**config.mk**
```make
export PLATFORM = sky130hd
export DESIGN_NAME = kan_act_serializer
export DESIGN_NICKNAME = d
export VERILOG_FILES = /design/src/rtl/kan_pkg.sv /design/src/rtl/kan_word_buf.sv /design/src/rtl/kan_act_serializer.sv
export SDC_FILE = /design/constraint.sdc
export NUM_CORES = 1
export LEC_CHECK = 0
export ABC_AREA = 1
export BUFFER_PORTS_ARGS = -buffer_cell sky130_fd_sc_hd__buf_2
export CAP_MARGIN = 30
export CORE_ASPECT_RATIO = 0.9
export CORE_MARGIN = 5
export CORE_UTILIZATION = 66
export CTS_BUF_LIST = sky130_fd_sc_hd__clkbuf_4 sky130_fd_sc_hd__clkbuf_8 sky130_fd_sc_hd__clkbuf_16
export DETAILED_ROUTE_END_ITERATION = 16
export PLACE_DENSITY = 0.92
export SLEW_MARGIN = 20
export SYNTH_ARGS = -nofsm -noshare
export SYNTH_HDL_FRONTEND = slang
export SYNTH_SLANG_ARGS = --single-unit
export TNS_END_PERCENT = 50
```
**constraint.sdc**
```tcl
create_clock -name s_axis_aclk -period 5.3 [get_ports s_axis_aclk]
set_input_delay 1.06 -clock s_axis_aclk [delete_from_list [all_inputs] [get_ports s_axis_aclk]]
set_output_delay 1.06 -clock s_axis_aclk [all_outputs]
set_load 0.03 [all_outputs]
```
**src/rtl/kan_pkg.sv**
```systemverilog
// Shared constants and helpers for the KAN activation datapath.
// Lane 0 occupies the most significant 16 bits of a packed word.
package kan_pkg;

  localparam int unsigned KAN_LANE_WIDTH = 16;
  localparam int unsigned KAN_LANES      = 4;

  typedef logic [KAN_LANE_WIDTH-1:0]           kan_lane_t;
  typedef logic [KAN_LANES*KAN_LANE_WIDTH-1:0] kan_word_t;

  function automatic kan_lane_t lane_sel(input kan_word_t word, input logic [1:0] idx);
    return word[63 - 16*idx -: 16];
  endfunction

  function automatic int unsigned ceil_div(input int unsigned num, input int unsigned den);
    return (num + den - 1) / den;
  endfunction

endpackage

```
**src/rtl/kan_word_buf.sv**
```systemverilog
// Two-entry synchronous FIFO with the head held directly in a register.
// Push and pop on the same edge keep occupancy unchanged.
module kan_word_buf #(
  parameter int W = 64
) (
  input  logic         clk_i,
  input  logic         rst_ni,
  input  logic         push_i,
  input  logic [W-1:0] data_i,
  input  logic         pop_i,
  output logic [W-1:0] head_o,
  output logic         full_o,
  output logic         empty_o
);

  logic [W-1:0] head_q, head_d;
  logic [W-1:0] tail_q, tail_d;
  logic [1:0]   cnt_q, cnt_d;
  logic         do_push, do_pop;

  assign full_o  = (cnt_q == 2'd2);
  assign empty_o = (cnt_q == 2'd0);
  assign head_o  = head_q;

  assign do_push = push_i & ~full_o;
  assign do_pop  = pop_i & ~empty_o;

  always_comb begin
    head_d = head_q;
    tail_d = tail_q;
    cnt_d  = cnt_q;
    case ({do_push, do_pop})
      2'b10: begin
        if (cnt_q == 2'd0) head_d = data_i;
        else               tail_d = data_i;
        cnt_d = cnt_q + 2'd1;
      end
      2'b01: begin
        head_d = tail_q;
        cnt_d  = cnt_q - 2'd1;
      end
      2'b11: begin
        // Occupancy stays put; the new word lands behind whatever remains.
        if (cnt_q == 2'd1) begin
          head_d = data_i;
        end else begin
          head_d = tail_q;
          tail_d = data_i;
        end
      end
      default: ;
    endcase
  end

  always_ff @(posedge clk_i or negedge rst_ni) begin
    if (!rst_ni) begin
      head_q <= '0;
      tail_q <= '0;
      cnt_q  <= 2'd0;
    end else begin
      head_q <= head_d;
      tail_q <= tail_d;
      cnt_q  <= cnt_d;
    end
  end

endmodule

```
**src/rtl/kan_act_serializer.sv**
```systemverilog
// Unpacks 4-lane layer-output words into a per-element stream with tlast at the layer end.
// Optional length checker (len_err port) is built when KAN_SER_LENCHK_EN is defined.
module kan_act_serializer
  import kan_pkg::*;
#(
  parameter int LG_LAYERSIZE = 12,
  parameter int IN_DATAWIDTH = 64,
  parameter int LANE_WIDTH   = 16,
  parameter int LANES        = 4
) (
  input  logic                    s_axis_aclk,
  input  logic                    s_axis_aresetn,
  input  logic [IN_DATAWIDTH-1:0] s_axis_tdata,
  input  logic                    s_axis_tvalid,
  input  logic                    s_axis_tlast,
  output logic                    s_axis_tready,
  output logic [LANE_WIDTH-1:0]   m_axis_tdata,
  output logic                    m_axis_tvalid,
  output logic                    m_axis_tlast,
  input  logic                    m_axis_tready,
  input  logic [LG_LAYERSIZE-1:0] layer_size
`ifdef KAN_SER_LENCHK_EN
  ,
  output logic                    len_err
`endif
);

  localparam int LGW = LG_LAYERSIZE + 1;
  localparam int BW  = LG_LAYERSIZE + IN_DATAWIDTH;

  logic                    rdy_q;
  logic                    buf_push, buf_pop, buf_full, buf_empty;
  logic [BW-1:0]           buf_head;
  logic [LG_LAYERSIZE-1:0] head_size;
  logic [IN_DATAWIDTH-1:0] head_word;

  logic                    in_busy_q, in_busy_d;
  logic [LG_LAYERSIZE-1:0] in_size_q, in_size_d;
  logic [LGW-1:0]          in_wcnt_q, in_wcnt_d;
  logic [LG_LAYERSIZE-1:0] in_size_eff;
  logic [LGW-1:0]          in_size_ext, in_words_m1;
  logic                    in_last_word, s_acc;

  logic [1:0]              lane_q, lane_d;
  logic [LG_LAYERSIZE-1:0] elem_q, elem_d;
  logic                    m_hs;

  // tready stays low while in reset and for the first edge after release.
  always_ff @(posedge s_axis_aclk or negedge s_axis_aresetn) begin
    if (!s_axis_aresetn) rdy_q <= 1'b0;
    else                 rdy_q <= 1'b1;
  end

  assign s_axis_tready = rdy_q & ~buf_full;
  assign s_acc         = s_axis_tvalid & s_axis_tready;

  // Input side tracks layer boundaries so each buffered word carries its own layer size;
  // this lets the next layer's first word be queued while the previous tail drains.
  assign in_size_eff  = in_busy_q ? in_size_q : layer_size;
  assign in_size_ext  = (in_size_eff == '0) ? {1'b1, {LG_LAYERSIZE{1'b0}}} : {1'b0, in_size_eff};
  assign in_words_m1  = LGW'(ceil_div(32'(in_size_ext), 32'(LANES))) - LGW'(1);
  assign in_last_word = (in_wcnt_q == in_words_m1);

  always_comb begin
    in_busy_d = in_busy_q;
    in_size_d = in_size_q;
    in_wcnt_d = in_wcnt_q;
    if (s_acc) begin
      if (!in_busy_q) in_size_d = layer_size;
      if (in_last_word) begin
        in_busy_d = 1'b0;
        in_wcnt_d = '0;
      end else begin
        in_busy_d = 1'b1;
        in_wcnt_d = in_wcnt_q + LGW'(1);
      end
    end
  end

  always_ff @(posedge s_axis_aclk or negedge s_axis_aresetn) begin
    if (!s_axis_aresetn) begin
      in_busy_q <= 1'b0;
      in_size_q <= '0;
      in_wcnt_q <= '0;
    end else begin
      in_busy_q <= in_busy_d;
      in_size_q <= in_size_d;
      in_wcnt_q <= in_wcnt_d;
    end
  end

  assign buf_push = s_acc;

  kan_word_buf #(
    .W (BW)
  ) u_buf (
    .clk_i   (s_axis_aclk),
    .rst_ni  (s_axis_aresetn),
    .push_i  (buf_push),
    .data_i  ({in_size_eff, s_axis_tdata}),
    .pop_i   (buf_pop),
    .head_o  (buf_head),
    .full_o  (buf_full),
    .empty_o (buf_empty)
  );

  assign {head_size, head_word} = buf_head;

  // Size 0 wraps to 2^LG_LAYERSIZE-1 here, which is the last index of a full-size layer.
  assign m_axis_tvalid = ~buf_empty;
  assign m_axis_tdata  = lane_sel(head_word, lane_q);
  assign m_axis_tlast  = m_axis_tvalid & (elem_q == head_size - LG_LAYERSIZE'(1));
  assign m_hs          = m_axis_tvalid & m_axis_tready;
  assign buf_pop       = m_hs & (m_axis_tlast | (lane_q == 2'(LANES - 1)));

  always_comb begin
    lane_d = lane_q;
    elem_d = elem_q;
    if (m_hs) begin
      if (m_axis_tlast) begin
        lane_d = 2'd0;
        elem_d = '0;
      end else begin
        lane_d = lane_q + 2'd1;
        elem_d = elem_q + LG_LAYERSIZE'(1);
      end
    end
  end

  always_ff @(posedge s_axis_aclk or negedge s_axis_aresetn) begin
    if (!s_axis_aresetn) begin
      lane_q <= 2'd0;
      elem_q <= '0;
    end else begin
      lane_q <= lane_d;
      elem_q <= elem_d;
    end
  end

`ifdef KAN_SER_LENCHK_EN
  logic len_err_q;

  // Flags tlast on a non-final word or a final word without tlast; never affects data flow.
  always_ff @(posedge s_axis_aclk or negedge s_axis_aresetn) begin
    if (!s_axis_aresetn)                            len_err_q <= 1'b0;
    else if (s_acc && (s_axis_tlast != in_last_word)) len_err_q <= 1'b1;
  end

  assign len_err = len_err_q;
`else
  logic tlast_unused;
  assign tlast_unused = s_axis_tlast;
`endif

endmodule

```
==> impl_metrics.yaml, run 1 <==
routing:
  totalWireLength_mm: 33.4
  avgRoutedWirePerCell_um: 15.3
  ant_nets: 0
  viasPerCell: 5.81
  drt_iter0_markers: 1510
  vias: 12643
  drt-pass1-iter-count: 6
  drc: 0
setup_path:
  crit_start: "u_buf.head_o[66]"
  worst-setup-path-type: "reg -> reg"
  rr_worst_depth: 17
  reg2reg_from: "u_buf.head_o[66]"
  reg2reg_slack_ps: 920
  cp-start-kind: "flop"
  crit_path_end: "u_buf.tail_q[39]"
  r2r-end: "u_buf.tail_q[39]"
  arrival_ps: 4750
  cp.required_ps: 5670
  cp-end-kind: "flop"
  cp_max_fo: 152
sta:
  fin_crit_sh_pct: 82.6
  hold_violations: 0
  final.min_clock_period_ps: 4380
  max_freq_ghz: 0.228
  setup_tns_ps: 0
  rsz0062_at_grt: "false"
  worst_pin_slew_ps: 914
  skew_ps: 13.3
  setup_viol: 0
  slew_headroom_pct: 39.0
  drv_slew: 0
logic_synthesis:
  synth-main-ff-cell: "dfrtp_1"
  syn_area_per_cell_sq_um: 6.68
  synth_warnings: 0
  syn_nets: 1986
  ys_async_sr_fraction_pct: 100
  synth_top_family_by_area: "simple AND/OR/NAND/NOR gates"
  synthMuxAreaShare_pct: 0
  synth_enable_flop_cells: 0
  synthSimpleGateAreaFrac_pct: 35.5
  synth-xor-area-share_pct: 2.14
  synthesis.area_sq_mm: 0.0127
  seq_area_frac_synth_pct: 38.5
  syn_inst: 1894
  ys_types: 43
  synth_fa_ha_area_share_pct: 1.09
  ys_seq_elements: 195
  synth_compound_area_share_pct: 13.7
grt:
  grt_pass1_wl_mm: 55.5
  track_usage_pct: 30.4
  overflow: 0
  grt_max_degree: 153
  antenna_found_initial: 0
  grt_pass1_vias: 11477
status:
  status: "finished, final reports clean"
clocking:
  hold_buffers: 0
  cts-root-buf: "clkbuf_16"
  cts_resized: 0
  numCtsBuffers: 17
  clkLatencyLatePin_ps: 450
  htreeDepth: 4
  cts_tree: "built"
  clkTransAtPathRegs_ps: 80
  cts_setup_buffers: 0
  cts_sinks: 195
  clock_path_buffers: 2
pwr:
  p_leak_nw: 7.06
  power_mw: 7.93
  power_density_mw_per_mm2: 578
  ir_drop_uv: 348
final_layout:
  insertedDiodeCount: 0
  layout_commonest_cell: "nand2_1"
  final_cell_mix: "nand2_1, o21ai_0, nand3_1"
  drive_above_1_share_pct: 10.4
  areaGrowthSynthToFinish_pct: 8.30
  finalNetCount: 2004
  fin_util_pct: 72.0
place:
  gp_congestion: 0.957
  port_buffers: 98
  dp_hpwl_mm: 21.7
floorplanning:
  die-area_sq_mm: 0.0221
  die_width_um: 156
  core-area_sq_mm: 0.0190
  ios: 100
  start_util_pct: 66.5
  rows: 48
  fp.dieH_um: 141
worst_hold_path:
  hold_class: "reg -> reg"
  hold_depth: 2
flow_run:
  maxCapViolations: 0
## through the flow
step | setup slack (ps) | cells | area [sq um] | hold WS (ps)
global route | 546 | 2175 | 13700 | 525
detailed placement | 1070 | 2141 | 13100 | 473
CTS | 1030 | 2173 | 13700 | 492
finish | 923 | 2175 | 13700 | 491
global placement | 1260 | 2140 | 13100 | 466
floorplan | 1780 | 1894 | 12700 | 453
## metal layers
layer	wire length, um	global-route usage [%]	up-vias	share of wire (%)
met1	13800	43.3	5746	41
met3	3350	5.98	88	10
met5	0	0	-	0
met2	15400	47.3	685	46
met4	821	9.67	0	2.5
li1	-	-	6124	-
## registers in the layout, summed over array words and instances (netlist names)
| name | count |
|---|---|
| u_buf.head_o | 76 |
| u_buf.tail_q | 76 |
| in_wcnt_q | 13 |
| elem_q | 12 |
| in_size_q | 12 |
| lane_q | 2 |
| u_buf.cnt_q | 2 |
| in_busy_q | 1 |
| rdy_q | 1 |
## synthesized netlist by cell type (all sizes together), types with 6 or more instances
cell | n | area [sq um]
inv | 148 | 561
o21ai | 220 | 1110
xor2 | 25 | 219
nand3 | 203 | 1030
a21oi | 74 | 400
nand4 | 18 | 119
xnor2 | 6 | 52.6
a22o | 7 | 61.3
nor2 | 156 | 661
nor3 | 11 | 60.1
dfrtp | 195 | 4880
clkbuf | 65 | 244
buf | 51 | 335
ha | 11 | 138
o22ai | 18 | 113
nand2 | 667 | 2540
## how the worst min path moves through the flow
| stage | from | endpoint | slack [ps] |
|---|---|---|---|
| after floorplan | in_size_q[6] | in_size_q[6] | 450 |
| after global placement | u_buf.tail_q[72] | u_buf.tail_q[72] | 470 |
| after detailed placement | u_buf.tail_q[70] | u_buf.tail_q[70] | 470 |
| after CTS | u_buf.tail_q[70] | u_buf.tail_q[70] | 490 |
| after global routing | s_axis_aresetn | lane_q[0] | 520 |
| final | u_buf.tail_q[74] | u_buf.tail_q[74] | 490 |
## cells by family after synthesis
family          after synthesis
flops                       195
compound gates              325
fa+ha+maj                    11
buf+inv                     265
xor+xnor                     31
other cells                   1
simple gates               1066
## power by group
part           internal (mW)  switching [mW]  leakage [nW]
sequential              2.13           0.411          2.34
combinational           1.27            2.81          4.43
clock                  0.675           0.633         0.280
total                   4.07            3.86          7.06
## worst max-delay path: stages, from the launching register on
cell	delay, ps
dfrtp_1	430
nor2_1	140
nand2_1	120
nor2_1	200
nand2_1	120
o21ai_0	210
o21ai_1	140
xor2_1	200
nand3_1	200
o21bai_4	220
nand2_4	280
inv_1	210
ha_2	650
nand2_1	120
o211ai_1	180
buf_12	510
nor2_1	110
a21oi_1	160
## layout make-up
| type | count | area [sq um] |
|---|---|---|
| timing repair buffer | 115 | 699 |
| tap | 250 | 313 |
| sequential | 195 | 4880 |
| inverter | 149 | 564 |
| clock buffer | 18 | 439 |
| fill | 1482 | 5330 |
| multi-input combinational | 1434 | 6670 |
| clock inverter | 14 | 144 |
Power figures use the tool's default switching activity.
==> inputs of run 2 (changes only) <==
Settings changed: ABC_AREA 1 to 0, CORE_UTILIZATION 66 to 55, PLACE_DENSITY 0.92 to 0.82.
Clock period 5.3 ns to 3.7 ns, I/O delays scaled along.
==> run 2 against run 1 <==
Via count decreased by 13%. Critical path depth down 8. Non-clock buffer count is 31 higher. Total power up 53%. Utilization fell by 9.2 points. Die area rose by 12%. Count of clock-buffer cells in the layout unchanged. Setup slack worse by 790 ps. Routed wire length rose by 5.8%. First-iteration DRC count grew 2.7%. Largest power group unchanged. Highest routed layer is now met5.
==> impl_metrics.yaml, run 2 <==
grt:
  grt_pass1_wl_mm: 56.0
  grt_pass1_vias: 10404
  grt_max_degree: 85
  antenna_found_initial: 7
  overflow: 0
  track_usage_pct: 28.4
sta:
  drv_slew: 0
  rsz0062_at_grt: "true"
  fin_ws_ps: 132
  setup_viol: 0
  slew_headroom_pct: 41.5
  worst_pin_slew_ps: 878
  hold_violations: 0
  worst_hold_slack_ps: 275
  max_freq_ghz: 0.280
  final.min_clock_period_ps: 3570
  setup_tns_ps: 0
  skew_ps: 12.4
  fin_crit_sh_pct: 96.4
logic_synthesis:
  ys_seq_elements: 195
  syn_nets: 1377
  synth_most_common_cell: "dfrtp_1"
  ys_types: 67
  synth_top_area_share_pct: 41.0
  seq_area_frac_synth_pct: 41.0
  synth_warnings: 0
  syn_inst: 1285
  syn_area_per_cell_sq_um: 9.26
  ys_async_sr_fraction_pct: 100
  synthesis.area_sq_mm: 0.0119
  synth_enable_flop_cells: 0
  synthTopCellsByArea: "dfrtp_1, mux2_2, a221o_1, nand2_1, a21oi_1"
  yosysTopAreaCell: "dfrtp_1"
  netlist_top_cells_count: "dfrtp_1, nand2_1, nor2_1"
  synth-main-ff-cell: "dfrtp_1"
setup_path:
  path_cells: "nor4_4, buf_4, a21oi_1, o21a_1, o31a_1, nor3b_4, buf_6, and2_1, buf_2"
  cp.required_ps: 2960
  crit_family: "simple AND/OR/NAND/NOR gates"
  arrival_ps: 2830
  cp-end-kind: "primary output"
  critPathMaxStageDelay_ps: 490
  cp_max_fo: 10
  crit_path_top_delay_cell: "dfrtp_1"
  worst-setup-path-type: "reg -> out"
  path_buf_inv: 3
  cp-start-kind: "flop"
pwr:
  power_density_mw_per_mm2: 898
  pwr-share-seq_pct: 34.3
  clock_power_share_pct: 15.6
  switching_share_pct: 43.6
  p_int_mw: 6.83
  p_comb_share_pct: 50.2
  ir_drop_uv: 485
  switching_power_mw: 5.27
  p_leak_nw: 5.87
routing:
  ant_nets: 0
  vias: 11020
  dr_wl_met2_mm: 16.3
  dr_wl_met3_mm: 3.36
  totalWireLength_mm: 35.3
  drt_iter0_markers: 1551
  drt-pass1-iter-count: 6
  avgRoutedWirePerCell_um: 21.4
  highest_layer: "met5"
  viasPerCell: 6.69
  drc: 0
  m1WireLength_mm: 14.6
place:
  gp_congestion: 0.888
  dpl.cell_count: 1608
  place_ws_ps: 5.70
  port_buffers: 98
  dp_hpwl_mm: 22.6
status:
  status: "finished, final reports clean"
floorplanning:
  core-area_sq_mm: 0.0214
  die_width_um: 165
  die-area_sq_mm: 0.0247
  start_util_pct: 55.5
  ios: 100
  fp.dieH_um: 150
  rows: 51
final_layout:
  layout_commonest_cell: "dfrtp_1"
  multi_input_area_sq_mm: 0.00657
  final_cells: 1648
  fin_util_pct: 62.9
  fillers: 1735
  areaGrowthSynthToFinish_pct: 13.2
  final_cell_mix: "dfrtp_1, nand2_1, nor2_1"
  finalNetCount: 1433
  seqCellArea_sq_mm: 0.00488
  drive_above_1_share_pct: 21.6
clocking:
  htreeDepth: 4
  numCtsBuffers: 17
  cts-root-buf: "clkbuf_16"
  clkTransAtPathRegs_ps: 70
  cts_tree: "built"
  cts_sinks: 195
  hold_buffers: 0
  clkLatencyLatePin_ps: 440
  clock_path_buffers: 2
worst_hold_path:
  hold_class: "in -> async"
flow_run:
  maxCapViolations: 0
==> run 2: cell types whose count changed in the layout (fill, tap and decap cells not counted), moves of 67 or more <==
cell     change
nand3_1    -190
inv_1      -128
a221o_1     +69
nand2_1    -480
o21ai_0    -187
a31oi_1     +67
==> run 2: power groups by stage <==
stage                     clock (mW)  sequential (mW)  combinational (mW)
final                           1.88             4.15                6.07
after global routing            1.99             4.24                6.63
after CTS                       1.91             4.08                5.93
after detailed placement           0             4.11                5.88
after global placement             0             4.03                5.65
after floorplan                    0             3.69                4.61
==> run 2: layout make-up <==
| cell class | count | area share [%] |
|---|---|---|
| Multi-Input combinational cell | 960 | 48.8 |
| Sequential cell | 195 | 36.2 |
| Timing Repair Buffer | 146 | 7.24 |
| Clock buffer | 18 | 3.21 |
| Tap cell | 291 | 2.70 |
| Clock inverter | 14 | 1.23 |
| Inverter | 21 | 0.585 |
| Antenna cell | 3 | 0.0557 |
==> run 2: cell families (layout without fill, tap and decap cells) <==
group	after synthesis	count (layout)	share of synthesized area [%]
fa+ha+maj	11	11	1.16
simple gates	445	445	17.7
buf+inv	130	199	4.87
flops	195	195	41.0
compound gates	365	365	21.7
xor+xnor	42	42	3.09
other cells	1	4	0.0315
mux	96	96	10.5
==> run 2: repair_timing <==
item,CTS,global route
setup endpoints to repair,59,157
gates resized for setup,4,13
buffers inserted,0,5
pin swaps,0,2
==> run 2: worst paths after layout <==
path | startpoint | to | slack, ps | depth (start not counted)
min | s_axis_aresetn | in_size_q[9] | 270 | 1
max | u_buf.head_o[67] | m_axis_tlast | 130 | 9
min in group s_axis_aclk | u_buf.tail_q[69] | u_buf.head_o[69] | 500 | 1
max in group asynchronous | s_axis_aresetn | u_buf.head_o[64] | 2460 | 2
min reg2reg | u_buf.tail_q[69] | u_buf.head_o[69] | 500 | 1
max reg2reg | u_buf.head_o[67] | u_buf.head_o[57] | 140 | 13
==> run 2: metrics by stage <==
step	power, mW	area, sq um
finish	12.1	13500
global route	12.9	13500
CTS	11.9	13400
detailed placement	9.99	12700
global placement	9.68	12700
floorplan	8.31	11900
==> run 2: routing by layer <==
metal  vias to the layer above  GRT usage (%)
met1                      5430           40.1
met2                       614           42.8
met4                         6           10.5
met3                        85           6.77
met5                         -              0
li1                       4885              -
==> inputs of run 3 (changes only) <==
==> constraint.sdc (replaced) <==
create_clock -name s_axis_aclk -period 3.7 [get_ports s_axis_aclk]
set_input_delay 0.555 -clock s_axis_aclk [delete_from_list [all_inputs] [get_ports s_axis_aclk]]
set_output_delay 0.555 -clock s_axis_aclk [all_outputs]
set_load 0.03 [all_outputs]
==> run 3 against run 2 <==
First-iteration DRC count increased by 3.6%. Via count about the same. Combinational power about the same. Critical path type is now reg -> reg.
==> impl_metrics.yaml, run 3 (synthesis results as in run 2) <==
routing:
  vias: 11021
  totalWireLength_mm: 35.0
  viasPerCell: 6.70
  drt-pass1-iter-count: 6
  ant_nets: 0
  drt_iter0_markers: 1607
  drc: 0
  avgRoutedWirePerCell_um: 21.3
sta:
  rsz0062_at_grt: "false"
  final.min_clock_period_ps: 3460
  slew_headroom_pct: 44.3
  drv_slew: 0
  worst_pin_slew_ps: 836
  hold_violations: 0
  setup_tns_ps: 0
  worst_hold_slack_ps: 134
  fin_crit_sh_pct: 93.6
  skew_ps: 13.7
  max_freq_ghz: 0.289
  setup_viol: 0
place:
  gp_congestion: 0.887
  dpl.cell_count: 1604
  placed_area_sq_mm: 0.0128
  dp_hpwl_mm: 22.1
  port_buffers: 98
worst_hold_path:
  hold_class: "in -> async"
setup_path:
  cp_max_fo: 42
  arrival_ps: 3780
  cp.required_ps: 4020
  worst-setup-path-type: "reg -> reg"
  cp-start-kind: "flop"
  cp-end-kind: "flop"
clocking:
  hold_buffers: 0
  numCtsBuffers: 17
  clock_path_buffers: 2
  clkLatencyLatePin_ps: 440
  clkTransAtPathRegs_ps: 70
  cts-root-buf: "clkbuf_16"
  cts_sinks: 195
  htreeDepth: 4
  cts_tree: "built"
floorplanning:
  ios: 100
  rows: 51
  start_util_pct: 55.5
  die_width_um: 165
  core-area_sq_mm: 0.0214
  fp.dieH_um: 150
  die-area_sq_mm: 0.0247
final_layout:
  final_cells: 1644
  fin_util_pct: 62.4
  drive_above_1_share_pct: 20.8
  final_area_sq_mm: 0.0134
  final_cell_mix: "dfrtp_1, nand2_1, nor2_1"
  fillers: 1733
  finalNetCount: 1427
  areaGrowthSynthToFinish_pct: 12.4
  layout_commonest_cell: "dfrtp_1"
grt:
  grt_pass1_vias: 10605
  antenna_found_initial: 9
  grt_max_degree: 92
  track_usage_pct: 28.3
  grt_pass1_wl_mm: 56.0
  overflow: 0
flow_run:
  maxCapViolations: 0
pwr:
  ir_drop_uv: 416
  power_density_mw_per_mm2: 896
  p_leak_nw: 5.82
status:
  status: "finished, final reports clean"
run 3: path summary, 6_finish.rpt:
check | start | end | slack, ps | depth (start not counted)
setup / recovery | u_buf.head_o[64] | u_buf.head_o[12] | 240 | 15
hold / removal | s_axis_aresetn | in_busy_q | 130 | 1
setup reg to reg | u_buf.head_o[64] | u_buf.head_o[12] | 240 | 15
hold reg to reg | u_buf.tail_q[67] | u_buf.head_o[67] | 500 | 1
max in group asynchronous | s_axis_aresetn | u_buf.tail_q[1] | 2640 | 2
min in group s_axis_aclk | s_axis_tdata[41] | u_buf.tail_q[41] | 390 | 2
run 3: routing by layer:
| layer | vias up | wire [um] | global-route usage [%] |
|---|---|---|---|
| li1 | 4882 | - | - |
| met1 | 5383 | 14300 | 39.8 |
| met2 | 652 | 16100 | 43.3 |
| met3 | 94 | 3550 | 6.97 |
| met4 | 10 | 969 | 9.19 |
| met5 | - | 58 | 0 |
run 3: metrics by stage:
stage	total power, mW	worst slack, ps
6_report	12.0	235
2_1_floorplan	8.31	277
4_1_cts	11.8	156
5_1_grt	12.8	20.9
3_3_place_gp	9.66	223
3_5_place_dp	9.94	161
run 3: what timing repair did:
action                                  4_1_cts  5_1_grt
buffers inserted                              0        3
gates resized for setup                       0        4
endpoints found under the setup margin        0      142
run 3: power by group:
part	switching [mW]	total, mW	internal, mW
clock network	0.921	1.84	0.917
logic	3.30	6.04	2.74
registers	1.03	4.12	3.09
total	5.25	12.0	6.74
run 3: worst max-delay path, cell delays in order, from the launching register on:
cell and delay (ps):
dfrtp_1 420, inv_1 90, ha_1 170, nor3b_1 300, a221o_1 210, o311ai_1 110, nor2_2 330, nor3b_4 80
o21ai_2 230, inv_1 120, ha_1 240, nand2_1 140, o211a_2 260, buf_12 250, nor2_1 100, a221o_1 270
run 3: area by class of cell:
cell class	instances	area, sq um	area share [%]
Antenna cell	5	12.5	0.0935
Clock buffer	18	439	3.28
Tap cell	291	364	2.72
Clock inverter	14	139	1.04
Inverter	21	78.8	0.589
Timing Repair Buffer	140	965	7.21
Sequential cell	195	4880	36.5
Multi-Input combinational cell	960	6510	48.6
